File: src/rtl/key_repeat_ctrl_if.sv
// Signal bundle between the push-button conditioner and its surroundings.
// Handshake semantics: there is no valid/ready pair. key_raw and draw_finish
// are free-running levels sampled every vga_clk. op_keys is a pure 1-cycle
// pulse per key: the consumer must act on every cycle it is high and cannot
// stall it. key_held is a level. fsm_state carries the per-key repeat FSM
// state (2 bits per key, key i in [2*i+1:2*i]) for observation.
interface key_repeat_ctrl_if;
  logic [3:0] key_raw;
  logic       draw_finish;
  logic [3:0] op_keys;
  logic [3:0] key_held;
  logic [7:0] fsm_state;

  // Environment side: drives buttons and frame strobe, observes events.
  modport master (
    output key_raw,
    output draw_finish,
    input  op_keys,
    input  key_held,
    input  fsm_state
  );

  // Conditioner side.
  modport slave (
    input  key_raw,
    input  draw_finish,
    output op_keys,
    output key_held,
    output fsm_state
  );
endinterface

File: src/rtl/key_repeat_ctrl.sv
// Push-button conditioner: per key a 2-flop synchroniser, a debouncer and a
// press/auto-repeat FSM. Events are latched and released as 1-cycle op_keys
// pulses on the rising edge of draw_finish, so the game logic sees at most
// one event per key per frame.
module key_repeat_ctrl #(
  parameter int         DEBOUNCE_CYCLES = 250000,
  parameter int         REPEAT_DELAY    = 6250000,
  parameter int         REPEAT_RATE     = 2500000,
  parameter logic [3:0] REPEAT_MASK     = 4'b1110
) (
  input  logic              vga_clk,
  input  logic              rst_n,
  key_repeat_ctrl_if.slave  bus
);

  // One counter width serves both debounce and repeat timers; sized from the
  // largest period so no counter can overflow before its terminal compare.
  localparam int MAX_AB = (DEBOUNCE_CYCLES > REPEAT_DELAY) ? DEBOUNCE_CYCLES : REPEAT_DELAY;
  localparam int MAX_P  = (MAX_AB > REPEAT_RATE) ? MAX_AB : REPEAT_RATE;
  localparam int CW     = (MAX_P > 2) ? $clog2(MAX_P) : 1;

  localparam logic [CW-1:0] DEB_LAST  = CW'(DEBOUNCE_CYCLES - 1);
  localparam logic [CW-1:0] DLY_LAST  = CW'(REPEAT_DELAY - 1);
  localparam logic [CW-1:0] RATE_LAST = CW'(REPEAT_RATE - 1);

  typedef enum logic [1:0] {
    IDLE   = 2'd0,
    DELAY  = 2'd1,
    REPEAT = 2'd2
  } state_t;

  logic [3:0]    sync1;
  logic [3:0]    sync2;
  logic [3:0]    held;
  logic [CW-1:0] deb_cnt   [4];
  state_t        state     [4];
  state_t        state_nxt [4];
  logic [CW-1:0] tmr       [4];
  logic [CW-1:0] tmr_nxt   [4];
  logic [3:0]    ev;
  logic [3:0]    pending;
  logic [3:0]    op_q;
  logic          df_d;
  logic          fe;

  // Two-stage synchroniser for the asynchronous buttons.
  always_ff @(posedge vga_clk or negedge rst_n) begin
    if (!rst_n) begin
      sync1 <= '0;
      sync2 <= '0;
    end else begin
      sync1 <= bus.key_raw;
      sync2 <= sync1;
    end
  end

  // Debounce: accept a new level only after it has differed from the held
  // level for DEBOUNCE_CYCLES consecutive cycles; any agreement restarts.
  always_ff @(posedge vga_clk or negedge rst_n) begin
    if (!rst_n) begin
      held <= '0;
      for (int i = 0; i < 4; i++) begin
        deb_cnt[i] <= '0;
      end
    end else begin
      for (int i = 0; i < 4; i++) begin
        if (sync2[i] == held[i]) begin
          deb_cnt[i] <= '0;
        end else if (deb_cnt[i] == DEB_LAST) begin
          held[i]    <= sync2[i];
          deb_cnt[i] <= '0;
        end else begin
          deb_cnt[i] <= deb_cnt[i] + 1'b1;
        end
      end
    end
  end

  // Repeat FSM state and timer registers.
  always_ff @(posedge vga_clk or negedge rst_n) begin
    if (!rst_n) begin
      for (int i = 0; i < 4; i++) begin
        state[i] <= IDLE;
        tmr[i]   <= '0;
      end
    end else begin
      for (int i = 0; i < 4; i++) begin
        state[i] <= state_nxt[i];
        tmr[i]   <= tmr_nxt[i];
      end
    end
  end

  // Repeat FSM next-state and event generation. A released key always
  // returns to IDLE, and that wins over any event due in the same cycle.
  // Keys without repeat park in REPEAT with the timer frozen until release.
  always_comb begin
    ev = '0;
    for (int i = 0; i < 4; i++) begin
      state_nxt[i] = state[i];
      tmr_nxt[i]   = tmr[i];
      if (!held[i]) begin
        state_nxt[i] = IDLE;
        tmr_nxt[i]   = '0;
      end else begin
        case (state[i])
          IDLE: begin
            ev[i]        = 1'b1;
            tmr_nxt[i]   = '0;
            state_nxt[i] = REPEAT_MASK[i] ? DELAY : REPEAT;
          end
          DELAY: begin
            if (tmr[i] == DLY_LAST) begin
              ev[i]        = 1'b1;
              tmr_nxt[i]   = '0;
              state_nxt[i] = REPEAT;
            end else begin
              tmr_nxt[i] = tmr[i] + 1'b1;
            end
          end
          REPEAT: begin
            if (REPEAT_MASK[i]) begin
              if (tmr[i] == RATE_LAST) begin
                ev[i]      = 1'b1;
                tmr_nxt[i] = '0;
              end else begin
                tmr_nxt[i] = tmr[i] + 1'b1;
              end
            end
          end
          default: begin
            state_nxt[i] = IDLE;
            tmr_nxt[i]   = '0;
          end
        endcase
      end
    end
  end

  // Frame strobe: a single cycle per low-to-high transition of draw_finish.
  assign fe = bus.draw_finish & ~df_d;

  // Event latch and frame-aligned release. An event raised in the strobe
  // cycle goes straight into this release instead of the cleared latch.
  always_ff @(posedge vga_clk or negedge rst_n) begin
    if (!rst_n) begin
      df_d    <= 1'b0;
      pending <= '0;
      op_q    <= '0;
    end else begin
      df_d <= bus.draw_finish;
      if (fe) begin
        op_q    <= pending | ev;
        pending <= '0;
      end else begin
        op_q    <= '0;
        pending <= pending | ev;
      end
    end
  end

  // Pack the FSM states for observation.
  always_comb begin
    bus.fsm_state = '0;
    for (int i = 0; i < 4; i++) begin
      bus.fsm_state[2*i +: 2] = state[i];
    end
  end

  assign bus.op_keys  = op_q;
  assign bus.key_held = held;

endmodule
File: src/flat_wrapper.sv
// flat-port wrapper written by rule: the top's interface ports become plain ports
module key_repeat_ctrl_flat 
#(
  parameter int         DEBOUNCE_CYCLES = 250000,
  parameter int         REPEAT_DELAY    = 6250000,
  parameter int         REPEAT_RATE     = 2500000,
  parameter logic [3:0] REPEAT_MASK     = 4'b1110
)
  (vga_clk, rst_n, bus_key_raw, bus_draw_finish, bus_op_keys, bus_key_held, bus_fsm_state);
  key_repeat_ctrl_if bus_i ();
  input  logic vga_clk;
  input  logic rst_n;
  input wire logic [$bits(bus_i.key_raw)-1:0] bus_key_raw;
  input wire logic [$bits(bus_i.draw_finish)-1:0] bus_draw_finish;
  output wire logic [$bits(bus_i.op_keys)-1:0] bus_op_keys;
  output wire logic [$bits(bus_i.key_held)-1:0] bus_key_held;
  output wire logic [$bits(bus_i.fsm_state)-1:0] bus_fsm_state;
  assign bus_i.key_raw = bus_key_raw;
  assign bus_i.draw_finish = bus_draw_finish;
  assign bus_op_keys = bus_i.op_keys;
  assign bus_key_held = bus_i.key_held;
  assign bus_fsm_state = bus_i.fsm_state;
  key_repeat_ctrl #(.DEBOUNCE_CYCLES(DEBOUNCE_CYCLES), .REPEAT_DELAY(REPEAT_DELAY), .REPEAT_RATE(REPEAT_RATE), .REPEAT_MASK(REPEAT_MASK)) u_core (.vga_clk(vga_clk), .rst_n(rst_n), .bus(bus_i));
endmodule
File: config.mk
export PLATFORM = sky130hd
export DESIGN_NAME = key_repeat_ctrl_flat
export DESIGN_NICKNAME = d
export VERILOG_FILES = /design/src/rtl/key_repeat_ctrl_if.sv /design/src/rtl/key_repeat_ctrl.sv /design/src/flat_wrapper.sv
export SDC_FILE = /design/constraint.sdc
export NUM_CORES = 1
export LEC_CHECK = 0
export BUFFER_PORTS_ARGS = -buffer_cell sky130_fd_sc_hd__clkbuf_2
export CAP_MARGIN = 20
export CORE_ASPECT_RATIO = 2
export CORE_MARGIN = 2
export CORE_UTILIZATION = 40
export CTS_BUF_LIST = sky130_fd_sc_hd__clkbuf_8
export DETAILED_ROUTE_END_ITERATION = 16
export PLACE_DENSITY = 0.66
export SLEW_MARGIN = 20
export SYNTH_ARGS = -nofsm -noshare
export SYNTH_HDL_FRONTEND = slang
export SYNTH_SLANG_ARGS = --single-unit
File: constraint.sdc
create_clock -name vga_clk -period 2.5 [get_ports vga_clk]
set_input_delay 0.25 -clock vga_clk [delete_from_list [all_inputs] [get_ports vga_clk]]
set_output_delay 0.25 -clock vga_clk [all_outputs]
set_load 0.02 [all_outputs]
==> results.md <==
- Outcome: finished, final reports clean
- Area delta synth->final: 10.7%
- Worst Slack Setup Final: 0.246 ns
- Core Area: 24300 µm²
- Syn Nets: 1034
- Placed wire-length estimate: 15600 µm
- CP max FO: 11
- Clk buf depth: 2
- Detailed Routing Iterations Pass 1: 5
- Reg2Reg Setup Slack: 0.25 ns
- Clock-pin slew on the worst setup and hold paths: 0.09 ns
- Final setup violation count: 0
- Count of final hold-check violations: 0
- Number of synthesized flops with an enable pin: 0
- Setup Total Neg Slack: 0 ns
- CTS root buffer: clkbuf_8
- DRC viols: 0
- Total clock buffers created by CTS: 17
- Total power: 5.43 mW
- Worst clock skew: 0.0118 ns
- CP Capture Type: flip-flop
- Yosys cell types: 59
- Clock insertion delay at the later pin of the skew report: 0.50 ns
- DR WL/cell: 16.4 µm
- Port bufs: 21
- Dpl cell area: 10400 µm²
- Total routed wirelength: 22000 µm
- Critical R2R Capture: u_core.tmr[68]
- Period minus WS final: 2.25 ns
- Critical path type: reg -> reg
- Most frequent cells in the layout: dfrtp_1, nor2_1, a21oi_1
- Design area: 10900 µm²
- Die width: 115 µm
- Unrepaired setup endpoints after global routing: false
- Standard-cell rows: 81
- Routed via count: 7814
- Grt total ovfl: 0
- Type of the tightest min-delay check: in -> async
- Top_reg_cell synth: dfrtp_1
- Vias/cell: 5.82
- Post-CTS Setup Inserts: 0
- Largest net degree at the start of global routing: 76
- Yosys reg bits: 189
- Clock H-tree levels: 4
- Hold_buf cts: 6
- Ports: 23
- Initial Utilization: 40.3%
- Die extent in y: 225 µm
- WP data required: 2.91 ns
- Peak Freq: 444 MHz
- Arrival time at the worst endpoint: 2.67 ns
- Depth of the worst register-to-register path: 5
- Vias in the first global route: 8074
- IR Drop Worst-Case VDD: 219 µV
- Mapped Cells: 1005
- Seq/Total Area, Yosys: 48.2%
- Ys async rst share: 100%
- Gr usage total: 18.0%
- Final max-slew violation count: 0
- Fill count: 2339
- Pleak: 4.22 nW
- Share of cells above drive strength 1: 9.89%
- Max Cap Violations: 0
- Most common cell after layout, fill and taps aside: dfrtp_1
- GP Congestion: 0.874
- DRT iter0 DRCs: 282
- Global-route wire length before repair: 37500 µm
- Routed Antenna Nets: 0
- Post-Syn Area: 9810 µm²
- Layout Nets: 1068
- Pre-CTS setup slack: 0.285 ns
- Initial antenna violation count: 0
- Clock sinks: 189
- Post-CTS sizing: 0
- CTS tree: yes
- Setup crit start kind: flip-flop
- Mean Syn Cell Area: 9.76 µm²
- Ys Warns: 0
- Tcrit/Tclk final: 90.2%
- Cell area power density: 501 nW/µm²
- Reg2Reg Launch Point: u_core.tmr[46]
- Worst-Margin Slew: 0.635 ns
- Rel. slew slack: 57.6%
- Area of the die: 25900 µm²
==> cell families after synthesis <==
kind of cell / after synthesis / synth area share (%)
and+or+nand+nor: 427 / 24.7
AOI/OAI and AO/OA: 191 / 12.0
DFF: 189 / 48.2
xor gates and xnor gates: 93 / 8.31
buffers and inverters: 74 / 3.05
adders and majority gates: 22 / 2.81
muxes: 8 / 0.868
other: 1 / 0.0382
==> cells in the mapped netlist, drive strengths merged (3+ instances only) <==
cell | n | area [µm²]
a21boi | 3 | 22.5
a21oi | 75 | 375
a22oi | 27 | 208
a41oi | 3 | 26.3
and2 | 3 | 18.8
and3 | 22 | 139
and4 | 24 | 210
buf | 10 | 56.3
clkbuf | 31 | 119
dfrtp | 189 | 4730
ha | 22 | 275
inv | 33 | 124
mux2 | 4 | 45.0
mux2i | 4 | 40.0
nand2 | 56 | 210
nand3 | 60 | 310
nand4 | 44 | 275
nor2 | 80 | 300
nor2b | 4 | 25.0
nor3 | 17 | 85.1
nor4 | 19 | 119
nor4b | 11 | 96.3
nor4bb | 3 | 30.0
o21ai | 38 | 190
o31ai | 33 | 248
or2 | 4 | 25.0
or3 | 33 | 208
or4 | 35 | 268
or4b | 3 | 30.0
xnor2 | 49 | 429
xor2 | 44 | 385
==> worst max-delay path: stages, from the launching register on <==
cell and delay, ns:
dfrtp_1 0.40, ha_1 0.21, nand3_1 0.12, or4_1 0.72
or4_1 0.53, a22oi_1 0.18
==> flip-flops by register name, summed over array words and instances, names as in the netlist <==
register and cells:
u_core.sync2 4, u_core.df_d 1, u_core.bus.key_held 4, u_core.sync1 4
u_core.tmr 69, u_core.pending 4, u_core.bus.fsm_state 7, u_core.deb_cnt 92
u_core.bus.op_keys 4
==> routing by layer <==
metal	global-route usage (%)	up-vias	share of wire (%)
met4	9.17	0	3.8
li1	-	3771	-
met3	2.88	48	1.8
met5	0	-	0
met1	17.9	3894	37
met2	34.8	101	57
==> power breakdown <==
part	switching, mW	internal (mW)
clock network	1.13	1.05
logic	0.114	0.0462
registers	0.0216	3.08
total	1.26	4.17
==> area by class of cell <==
type	instances	area [µm²]	area share, %
clock inverters	13	161	1.49
inverters	33	124	1.14
well taps	290	363	3.34
flip-flops and latches	189	4730	43.6
multi-input cells	742	4790	44.2
diodes	1	2.50	0.0231
clock buffers	19	262	2.41
repair buffers	56	417	3.84
==> per-stage QoR <==
| step | util, % | cells | hold WS, ns |
|---|---|---|---|
| after floorplan | - | 1005 | -0.0456 |
| after global placement | 42.6 | 1304 | 0.323 |
| after CTS | 44.6 | 1342 | 0.338 |
| after detailed placement | 42.6 | 1304 | 0.321 |
| after global routing | 44.6 | 1342 | 0.369 |
| final | 44.6 | 1343 | 0.321 |
==> worst max path at each step <==
stage                     depth (start not counted)  slack [ns]              to            from
after global routing                              5        0.11  u_core.tmr[68]  u_core.tmr[46]
after detailed placement                          5        0.29  u_core.tmr[68]  u_core.tmr[46]
after CTS                                         5        0.26  u_core.tmr[68]  u_core.tmr[46]
after global placement                            5        0.35  u_core.tmr[68]  u_core.tmr[46]
final                                             5        0.25  u_core.tmr[68]  u_core.tmr[46]
after floorplan                                   5        0.48  u_core.tmr[59]  u_core.tmr[55]
(Power assumes the default switching activity.)
